## src/rtl/irq_ctrl_if.sv

```systemverilog
// rtl/irq_ctrl_if.sv - configuration bus and CPU interrupt handshake bundle for irq_ctrl
//
// Purpose: groups the register-access strobe/select/data signals and the
// request/ack/eoi handshake between irq_ctrl and the control unit.
// Ports (signals):
//   cfg_we, cfg_sel, cfg_wdata   register write strobe, select, data (master -> slave)
//   cfg_rdata                    combinational read of the selected register (slave -> master)
//   int_req, int_id              registered request and channel id (slave -> master)
//   int_ack, int_eoi             call-interrupt / return-from-interrupt cycles (master -> slave)
//   nest_level                   number of channels in service (slave -> master)
//   spur_ack, eoi_uflow          sticky protocol error flags (slave -> master)
// Modports: master = control unit side, slave = irq_ctrl side.
interface irq_ctrl_if #(
    parameter int N_IRQ = 8,
    parameter int ID_W  = 3,
    parameter int LVL_W = 3
);
    logic             cfg_we;
    logic [2:0]       cfg_sel;
    logic [N_IRQ-1:0] cfg_wdata;
    logic [N_IRQ-1:0] cfg_rdata;
    logic             int_req;
    logic [ID_W-1:0]  int_id;
    logic             int_ack;
    logic             int_eoi;
    logic [LVL_W-1:0] nest_level;
    logic             spur_ack;
    logic             eoi_uflow;

    modport master (
        output cfg_we, cfg_sel, cfg_wdata, int_ack, int_eoi,
        input  cfg_rdata, int_req, int_id, nest_level, spur_ack, eoi_uflow
    );

    modport slave (
        input  cfg_we, cfg_sel, cfg_wdata, int_ack, int_eoi,
        output cfg_rdata, int_req, int_id, nest_level, spur_ack, eoi_uflow
    );
endinterface

```

## src/rtl/irq_ctrl.sv

```systemverilog
// rtl/irq_ctrl.sv - parametrised interrupt controller with priority nesting
//
// Purpose: synchronises N_IRQ raw interrupt lines, latches them as pending
// (edge or level mode per channel), and presents a registered request plus
// channel id for the highest-priority unmasked channel that may preempt the
// handler currently in service. Tracks in-service channels up to NEST_DEPTH.
// Ports:
//   clk      system clock, rising edge
//   reset    asynchronous active-low reset
//   irq_in   raw interrupt lines, asynchronous to clk
//   bus      irq_ctrl_if.slave: cfg register access, int_req/int_id/int_ack/
//            int_eoi handshake, nest_level, spur_ack/eoi_uflow flags
// Register map (cfg_sel): 0 mask, 1 mode (1=edge), 2 pending (W1C),
//   3 in_service (write ORs into pending of edge channels), 4 flags
//   {eoi_uflow, spur_ack} (any write clears), 5..7 read 0.
module irq_ctrl #(
    parameter int N_IRQ       = 8,
    parameter int ID_W        = 3,
    parameter int NEST_DEPTH  = 4,
    parameter int LVL_W       = 3,
    parameter int SYNC_STAGES = 2
) (
    input  logic             clk,
    input  logic             reset,
    input  logic [N_IRQ-1:0] irq_in,
    irq_ctrl_if.slave        bus
);

    localparam logic [2:0] SEL_MASK  = 3'd0;
    localparam logic [2:0] SEL_MODE  = 3'd1;
    localparam logic [2:0] SEL_PEND  = 3'd2;
    localparam logic [2:0] SEL_INSV  = 3'd3;
    localparam logic [2:0] SEL_FLAGS = 3'd4;

    localparam logic [N_IRQ-1:0] ONE       = N_IRQ'(1);
    localparam logic [LVL_W-1:0] LVL_ONE   = LVL_W'(1);
    localparam logic [LVL_W-1:0] LVL_LIMIT = LVL_W'(NEST_DEPTH);

    // Synchroniser chain; sync_q[SYNC_STAGES-1] is the usable line value.
    logic [N_IRQ-1:0] sync_q [SYNC_STAGES];
    logic [N_IRQ-1:0] s;
    logic [N_IRQ-1:0] s_d;

    logic [N_IRQ-1:0] mask_q;
    logic [N_IRQ-1:0] mode_q;
    logic [N_IRQ-1:0] pending_q;
    logic [N_IRQ-1:0] in_service_q;
    logic             int_req_q;
    logic [ID_W-1:0]  int_id_q;
    logic [LVL_W-1:0] nest_level_q;
    logic             spur_ack_q;
    logic             eoi_uflow_q;

    logic [N_IRQ-1:0] rise;
    logic [N_IRQ-1:0] cur_onehot;
    logic [N_IRQ-1:0] prio_mask;
    logic [N_IRQ-1:0] cand;
    logic [ID_W-1:0]  best;
    logic [N_IRQ-1:0] id_onehot;
    logic             ack_ok;
    logic             eoi_ok;
    logic             wr_mask;
    logic             wr_mode;
    logic             wr_w1c;
    logic             wr_trig;
    logic             wr_flags;
    logic [N_IRQ-1:0] mode_flip;
    logic [N_IRQ-1:0] edge_set;
    logic [N_IRQ-1:0] edge_clr;
    logic [N_IRQ-1:0] edge_next;
    logic [N_IRQ-1:0] pending_n;
    logic [N_IRQ-1:0] in_service_n;
    logic [LVL_W-1:0] nest_level_n;
    logic             int_req_n;
    logic [ID_W-1:0]  int_id_n;
    logic [N_IRQ-1:0] rdata;

    assign s = sync_q[SYNC_STAGES-1];

    always_comb begin
        rise = s & ~s_d;

        // Lowest set bit of in_service is the handler currently running.
        cur_onehot = in_service_q & (~in_service_q + ONE);
        // Bits strictly below the lowest in-service bit (all ones when idle):
        // only those channels may preempt, and none of them is in service.
        prio_mask  = ~in_service_q & (in_service_q - ONE);
        cand       = pending_q & mask_q & prio_mask;

        best = '0;
        for (int i = N_IRQ - 1; i >= 0; i--) begin
            if (cand[i]) begin
                best = ID_W'(i);
            end
        end

        id_onehot = ONE << int_id_q;
        ack_ok    = bus.int_ack && int_req_q;
        eoi_ok    = bus.int_eoi && (nest_level_q != '0);

        wr_mask  = bus.cfg_we && (bus.cfg_sel == SEL_MASK);
        wr_mode  = bus.cfg_we && (bus.cfg_sel == SEL_MODE);
        wr_w1c   = bus.cfg_we && (bus.cfg_sel == SEL_PEND);
        wr_trig  = bus.cfg_we && (bus.cfg_sel == SEL_INSV);
        wr_flags = bus.cfg_we && (bus.cfg_sel == SEL_FLAGS);

        mode_flip = wr_mode ? (bus.cfg_wdata ^ mode_q) : '0;

        // Edge channels: a set event beats a same-cycle clear.
        edge_set  = rise | (wr_trig ? bus.cfg_wdata : '0);
        edge_clr  = (wr_w1c ? bus.cfg_wdata : '0) | (ack_ok ? id_onehot : '0);
        edge_next = edge_set | (pending_q & ~edge_clr);

        // Level channels simply follow the synchronised line.
        pending_n = ~mode_flip & ((mode_q & edge_next) | (~mode_q & s));

        // Eoi retires the old current handler before ack adds the new one.
        in_service_n = (in_service_q & ~(eoi_ok ? cur_onehot : '0))
                     | (ack_ok ? id_onehot : '0);

        nest_level_n = nest_level_q;
        if (ack_ok && !eoi_ok) begin
            nest_level_n = nest_level_q + LVL_ONE;
        end else if (eoi_ok && !ack_ok) begin
            nest_level_n = nest_level_q - LVL_ONE;
        end

        int_req_n = (cand != '0) && (nest_level_q < LVL_LIMIT) && !ack_ok;
        int_id_n  = (cand != '0) ? best : int_id_q;

        case (bus.cfg_sel)
            SEL_MASK:  rdata = mask_q;
            SEL_MODE:  rdata = mode_q;
            SEL_PEND:  rdata = pending_q;
            SEL_INSV:  rdata = in_service_q;
            SEL_FLAGS: rdata = {{(N_IRQ-2){1'b0}}, eoi_uflow_q, spur_ack_q};
            default:   rdata = '0;
        endcase
    end

    always_ff @(posedge clk or negedge reset) begin
        if (!reset) begin
            for (int k = 0; k < SYNC_STAGES; k++) begin
                sync_q[k] <= '0;
            end
            s_d          <= '0;
            mask_q       <= '0;
            mode_q       <= '1;
            pending_q    <= '0;
            in_service_q <= '0;
            int_req_q    <= 1'b0;
            int_id_q     <= '0;
            nest_level_q <= '0;
            spur_ack_q   <= 1'b0;
            eoi_uflow_q  <= 1'b0;
        end else begin
            sync_q[0] <= irq_in;
            for (int k = 1; k < SYNC_STAGES; k++) begin
                sync_q[k] <= sync_q[k-1];
            end
            s_d          <= s;
            if (wr_mask) begin
                mask_q <= bus.cfg_wdata;
            end
            if (wr_mode) begin
                mode_q <= bus.cfg_wdata;
            end
            pending_q    <= pending_n;
            in_service_q <= in_service_n;
            int_req_q    <= int_req_n;
            int_id_q     <= int_id_n;
            nest_level_q <= nest_level_n;
            // A new error event in the same cycle as a flags write wins.
            spur_ack_q   <= (spur_ack_q & ~wr_flags) | (bus.int_ack & ~int_req_q);
            eoi_uflow_q  <= (eoi_uflow_q & ~wr_flags) | (bus.int_eoi & (nest_level_q == '0));
        end
    end

    assign bus.cfg_rdata  = rdata;
    assign bus.int_req    = int_req_q;
    assign bus.int_id     = int_id_q;
    assign bus.nest_level = nest_level_q;
    assign bus.spur_ack   = spur_ack_q;
    assign bus.eoi_uflow  = eoi_uflow_q;

endmodule

```

## src/flat_wrapper.sv

```systemverilog
// flat-port wrapper written by rule: the top's interface ports become plain ports
module irq_ctrl_flat 
#(
    parameter int N_IRQ       = 8,
    parameter int ID_W        = 3,
    parameter int NEST_DEPTH  = 4,
    parameter int LVL_W       = 3,
    parameter int SYNC_STAGES = 2
)
  (clk, reset, irq_in, bus_cfg_we, bus_cfg_sel, bus_cfg_wdata, bus_int_ack, bus_int_eoi, bus_cfg_rdata, bus_int_req, bus_int_id, bus_nest_level, bus_spur_ack, bus_eoi_uflow);
  irq_ctrl_if #(.N_IRQ(N_IRQ), .ID_W(ID_W), .LVL_W(LVL_W)) bus_i ();
  input  logic clk;
  input  logic reset;
  input  logic [N_IRQ-1:0] irq_in;
  input wire logic [$bits(bus_i.cfg_we)-1:0] bus_cfg_we;
  input wire logic [$bits(bus_i.cfg_sel)-1:0] bus_cfg_sel;
  input wire logic [$bits(bus_i.cfg_wdata)-1:0] bus_cfg_wdata;
  input wire logic [$bits(bus_i.int_ack)-1:0] bus_int_ack;
  input wire logic [$bits(bus_i.int_eoi)-1:0] bus_int_eoi;
  output wire logic [$bits(bus_i.cfg_rdata)-1:0] bus_cfg_rdata;
  output wire logic [$bits(bus_i.int_req)-1:0] bus_int_req;
  output wire logic [$bits(bus_i.int_id)-1:0] bus_int_id;
  output wire logic [$bits(bus_i.nest_level)-1:0] bus_nest_level;
  output wire logic [$bits(bus_i.spur_ack)-1:0] bus_spur_ack;
  output wire logic [$bits(bus_i.eoi_uflow)-1:0] bus_eoi_uflow;
  assign bus_i.cfg_we = bus_cfg_we;
  assign bus_i.cfg_sel = bus_cfg_sel;
  assign bus_i.cfg_wdata = bus_cfg_wdata;
  assign bus_i.int_ack = bus_int_ack;
  assign bus_i.int_eoi = bus_int_eoi;
  assign bus_cfg_rdata = bus_i.cfg_rdata;
  assign bus_int_req = bus_i.int_req;
  assign bus_int_id = bus_i.int_id;
  assign bus_nest_level = bus_i.nest_level;
  assign bus_spur_ack = bus_i.spur_ack;
  assign bus_eoi_uflow = bus_i.eoi_uflow;
  irq_ctrl #(.N_IRQ(N_IRQ), .ID_W(ID_W), .NEST_DEPTH(NEST_DEPTH), .LVL_W(LVL_W), .SYNC_STAGES(SYNC_STAGES)) u_core (.clk(clk), .reset(reset), .irq_in(irq_in), .bus(bus_i));
endmodule
```

## config.mk

```make
export PLATFORM = sky130hd
export DESIGN_NAME = irq_ctrl_flat
export DESIGN_NICKNAME = d
export VERILOG_FILES = /design/src/rtl/irq_ctrl_if.sv /design/src/rtl/irq_ctrl.sv /design/src/flat_wrapper.sv
export SDC_FILE = /design/constraint.sdc
export NUM_CORES = 1
export LEC_CHECK = 0
export ABC_AREA = 1
export BUFFER_PORTS_ARGS = -buffer_cell sky130_fd_sc_hd__buf_2
export CORE_MARGIN = 1
export CORE_UTILIZATION = 25
export CTS_CLUSTER_DIAMETER = 60
export DETAILED_ROUTE_END_ITERATION = 8
export GPL_ROUTABILITY_DRIVEN = 0
export PLACE_DENSITY = 0.43
export SLEW_MARGIN = 20
export SYNTH_ARGS = -nofsm -noshare
export SYNTH_HDL_FRONTEND = slang
export SYNTH_SLANG_ARGS = --single-unit
```

## constraint.sdc

```tcl
create_clock -name clk -period 3.8 [get_ports clk]
set_input_delay 0.38 -clock clk [delete_from_list [all_inputs] [get_ports clk]]
set_output_delay 0.38 -clock clk [all_outputs]
set_load 0.005 [all_outputs]
```

==> results.json <==
{
  "ir_drop_mv": 0.234,
  "rsz0062_at_grt": "no",
  "synth_edf_count": 0,
  "pre_cts_ws_ns": 1.66,
  "arrival_ns": 1.74,
  "synth_area_um2": 2970,
  "cp_top_family": "simple AND/OR/NAND/NOR gates",
  "grt_pass1_vias": 2448,
  "hold_slack_ns": 0.150,
  "outcome": "completed",
  "crit_required_ns": 3.42,
  "hp-class": "in -> async",
  "postSynthAreaPerCell_um2": 8.80,
  "dieHeight_um": 111,
  "drc": 0,
  "grt_pass1_wl_mm": 12.9,
  "finalSetupViolCount": 0,
  "worstPathCellList": "buf_2, nor3_2, a221oi_1, nand2_1, buf_2",
  "fin_crit_sh": 0.557,
  "cts_sinks": 65,
  "period_needed_ns": 2.12,
  "hold_viol": 0,
  "antenna_found_initial": 0,
  "sequential_cell_area_um2": 1640,
  "ios": 41,
  "dieArea_um2": 12300,
  "fmax_mhz": 472,
  "cts_max_level": 3,
  "power_density_nw_per_um2": 644,
  "clkSlewWorstSetupHoldPaths_ns": 0.06,
  "synth_nets": 363,
  "p_leak_nw": 1.73,
  "numCtsBuffers": 9,
  "cp_num_buf_inv": 2,
  "postSynthCellCount": 337,
  "antenna_cells": 0,
  "synthArstFlopShare": 1.00,
  "final_max_slew_viol_count": 0,
  "via_per_inst": 4.61,
  "port_buffers": 40,
  "cts_resized": 0,
  "vias": 2453,
  "wire_per_inst_um": 14.8,
  "finalWorstSetupSlack_ns": 1.68,
  "wl_mm": 7.88,
  "maxSlewHeadroom": 0.358,
  "die_w_um": 111,
  "grt_max_degree": 36,
  "yosysSeqAreaShare": 0.552,
  "maxCapViolCount": 0,
  "drt_iter0_drc": 109,
  "ant_nets": 0,
  "grt-ovfl-total": 0,
  "crit_type": "in -> out",
  "cts_tree": "done",
  "core_area_um2": 11500,
  "crit_path_start_kind": "input pin",
  "start_util": 0.259,
  "synth_cell_type_count": 34,
  "slowest_stage": "nor3_2",
  "drive_above_1_share": 0.198,
  "clock_skew_ns": 0.00702,
  "finalSetupTns_ns": 0,
  "slowest_delay_ns": 0.79,
  "cts_root_buf": "clkbuf_16",
  "track_usage": 0.138,
  "clk_path_buf_depth": 2,
  "post_cts_buffers": 0,
  "endpoint_kind": "output pin",
  "worst_pin_slew_ns": 0.957,
  "multi_input_area_um2": 1150,
  "layout.nets": 410,
  "utilization": 0.315,
  "area_growth_pct": 21.8,
  "dr.pass1.iters": 4,
  "cpMostUsedCell": "buf_2",
  "yosys_warnings": 0,
  "synth_ff_type": "dfrtp_1",
  "ys_ff_latch": 65,
  "crit_fanout": 9,
  "rows": 39,
  "fillCellCount": 1205,
  "postCtsHoldBufs": 0,
  "insertion_delay_ns": 0.33,
  "hpwl_mm": 5.57
}
==> layout make-up <==
type,instances,area share
clock buffer,9,0.0624
clock inverter,7,0.0198
inverter,34,0.0353
multi-input combinational,233,0.319
sequential,65,0.453
tap,143,0.0495
timing repair buffer,41,0.0610
==> cell usage after synthesis (4+ instances only) <==
master,count,area share
inv_1,31,0.039
a21oi_1,11,0.019
o2111ai_1,5,0.015
nor3_1,10,0.017
dfrtp_1,57,0.48
nand3_1,14,0.024
buf_6,4,0.015
o21ai_0,17,0.029
nor2_1,30,0.038
nand2_1,98,0.12
dfstp_2,8,0.071
o21ai_1,8,0.014
a22oi_1,7,0.018
nand4_1,11,0.023
==> logic make-up after synthesis <==
kind of cell / synth area share
buf+inv: 0.0599
compound gates: 0.113
flops: 0.552
simple gates: 0.254
mux: 0.00380
fa+ha+maj: 0.0110
xor+xnor: 0.00591
==> through the flow <==
stage | instances | power [mW] | instance area (um2)
2_1_floorplan | 337 | 1.30 | 2970
3_5_place_dp | 516 | 1.52 | 3310
6_report | 532 | 2.32 | 3610
4_1_cts | 532 | 2.35 | 3610
5_1_grt | 532 | 2.48 | 3610
3_3_place_gp | 516 | 1.51 | 3310
==> routing by layer <==
layer  vias up  routed length (um)  global-route usage
met5         -                   0                   0
met4         0                 110              0.0480
met3        10                 355              0.0279
met2        63                3640               0.217
met1      1162                3770               0.188
li1       1218                   -                   -
==> final timing paths <==
kind | to | from | slack [ns] | cells after the start
max in group asynchronous | u_core.mode_q[0] | reset | 2.92 | 2
hold / removal | u_core.sync_q[10] | reset | 0.15 | 1
hold reg to reg | u_core.s[0] | u_core.sync_q[8] | 0.35 | 0
min in group clk | u_core.sync_q[15] | irq_in[7] | 0.15 | 1
setup reg to reg | u_core.bus.nest_level[2] | u_core.bus.nest_level[0] | 1.71 | 9
setup / recovery | bus_cfg_rdata[0] | bus_cfg_sel[2] | 1.68 | 5
==> worst register-to-register path, cell delays in order, from the launching register on <==
cell	delay (ns)
dfrtp_1	0.43
nor2_1	0.15
nand2_1	0.06
nand2_1	0.25
ha_1	0.22
inv_1	0.07
fa_1	0.37
a21oi_1	0.14
o21ai_0	0.11
xor2_1	0.15
==> power by group <==
part	switching [mW]	internal, mW	total [mW]	leakage, nW
clock network	0.313	0.507	0.820	0.149
logic	0.332	0.215	0.547	0.807
registers	0.126	0.831	0.957	0.773
total	0.771	1.55	2.32	1.73
==> flip-flops by register name, summed over array words and instances (netlist names) <==
signal,count
u_core.s,8
u_core.pending_q,8
u_core.mask_q,8
u_core.bus.nest_level,3
u_core.bus.spur_ack,1
u_core.sync_q,8
u_core.s_d,8
u_core.bus.int_req,1
u_core.bus.eoi_uflow,1
u_core.bus.int_id,3
u_core.mode_q,8
u_core.in_service_q,8
==> placed cells by master, fill, tap and decap left out, types with 2 or more instances in the layout <==
cell type | netlist | layout
o22ai_1 | 3 | 3
a21oi_1 | 11 | 11
clkinv_4 | 0 | 3
clkinv_2 | 0 | 3
buf_2 | 1 | 40
dfstp_2 | 8 | 8
inv_1 | 31 | 31
nor2_1 | 30 | 30
o2111ai_1 | 5 | 5
inv_2 | 3 | 3
dfrtp_1 | 57 | 57
nor2_4 | 2 | 2
nor3_1 | 10 | 10
nand2_1 | 98 | 98
nand4_1 | 11 | 11
o21ai_0 | 17 | 17
clkbuf_16 | 0 | 9
nand2_2 | 2 | 2
nand3_1 | 14 | 14
o21ai_1 | 8 | 8
a22oi_1 | 7 | 7
Note: power is estimated with default switching activity, not from simulation.
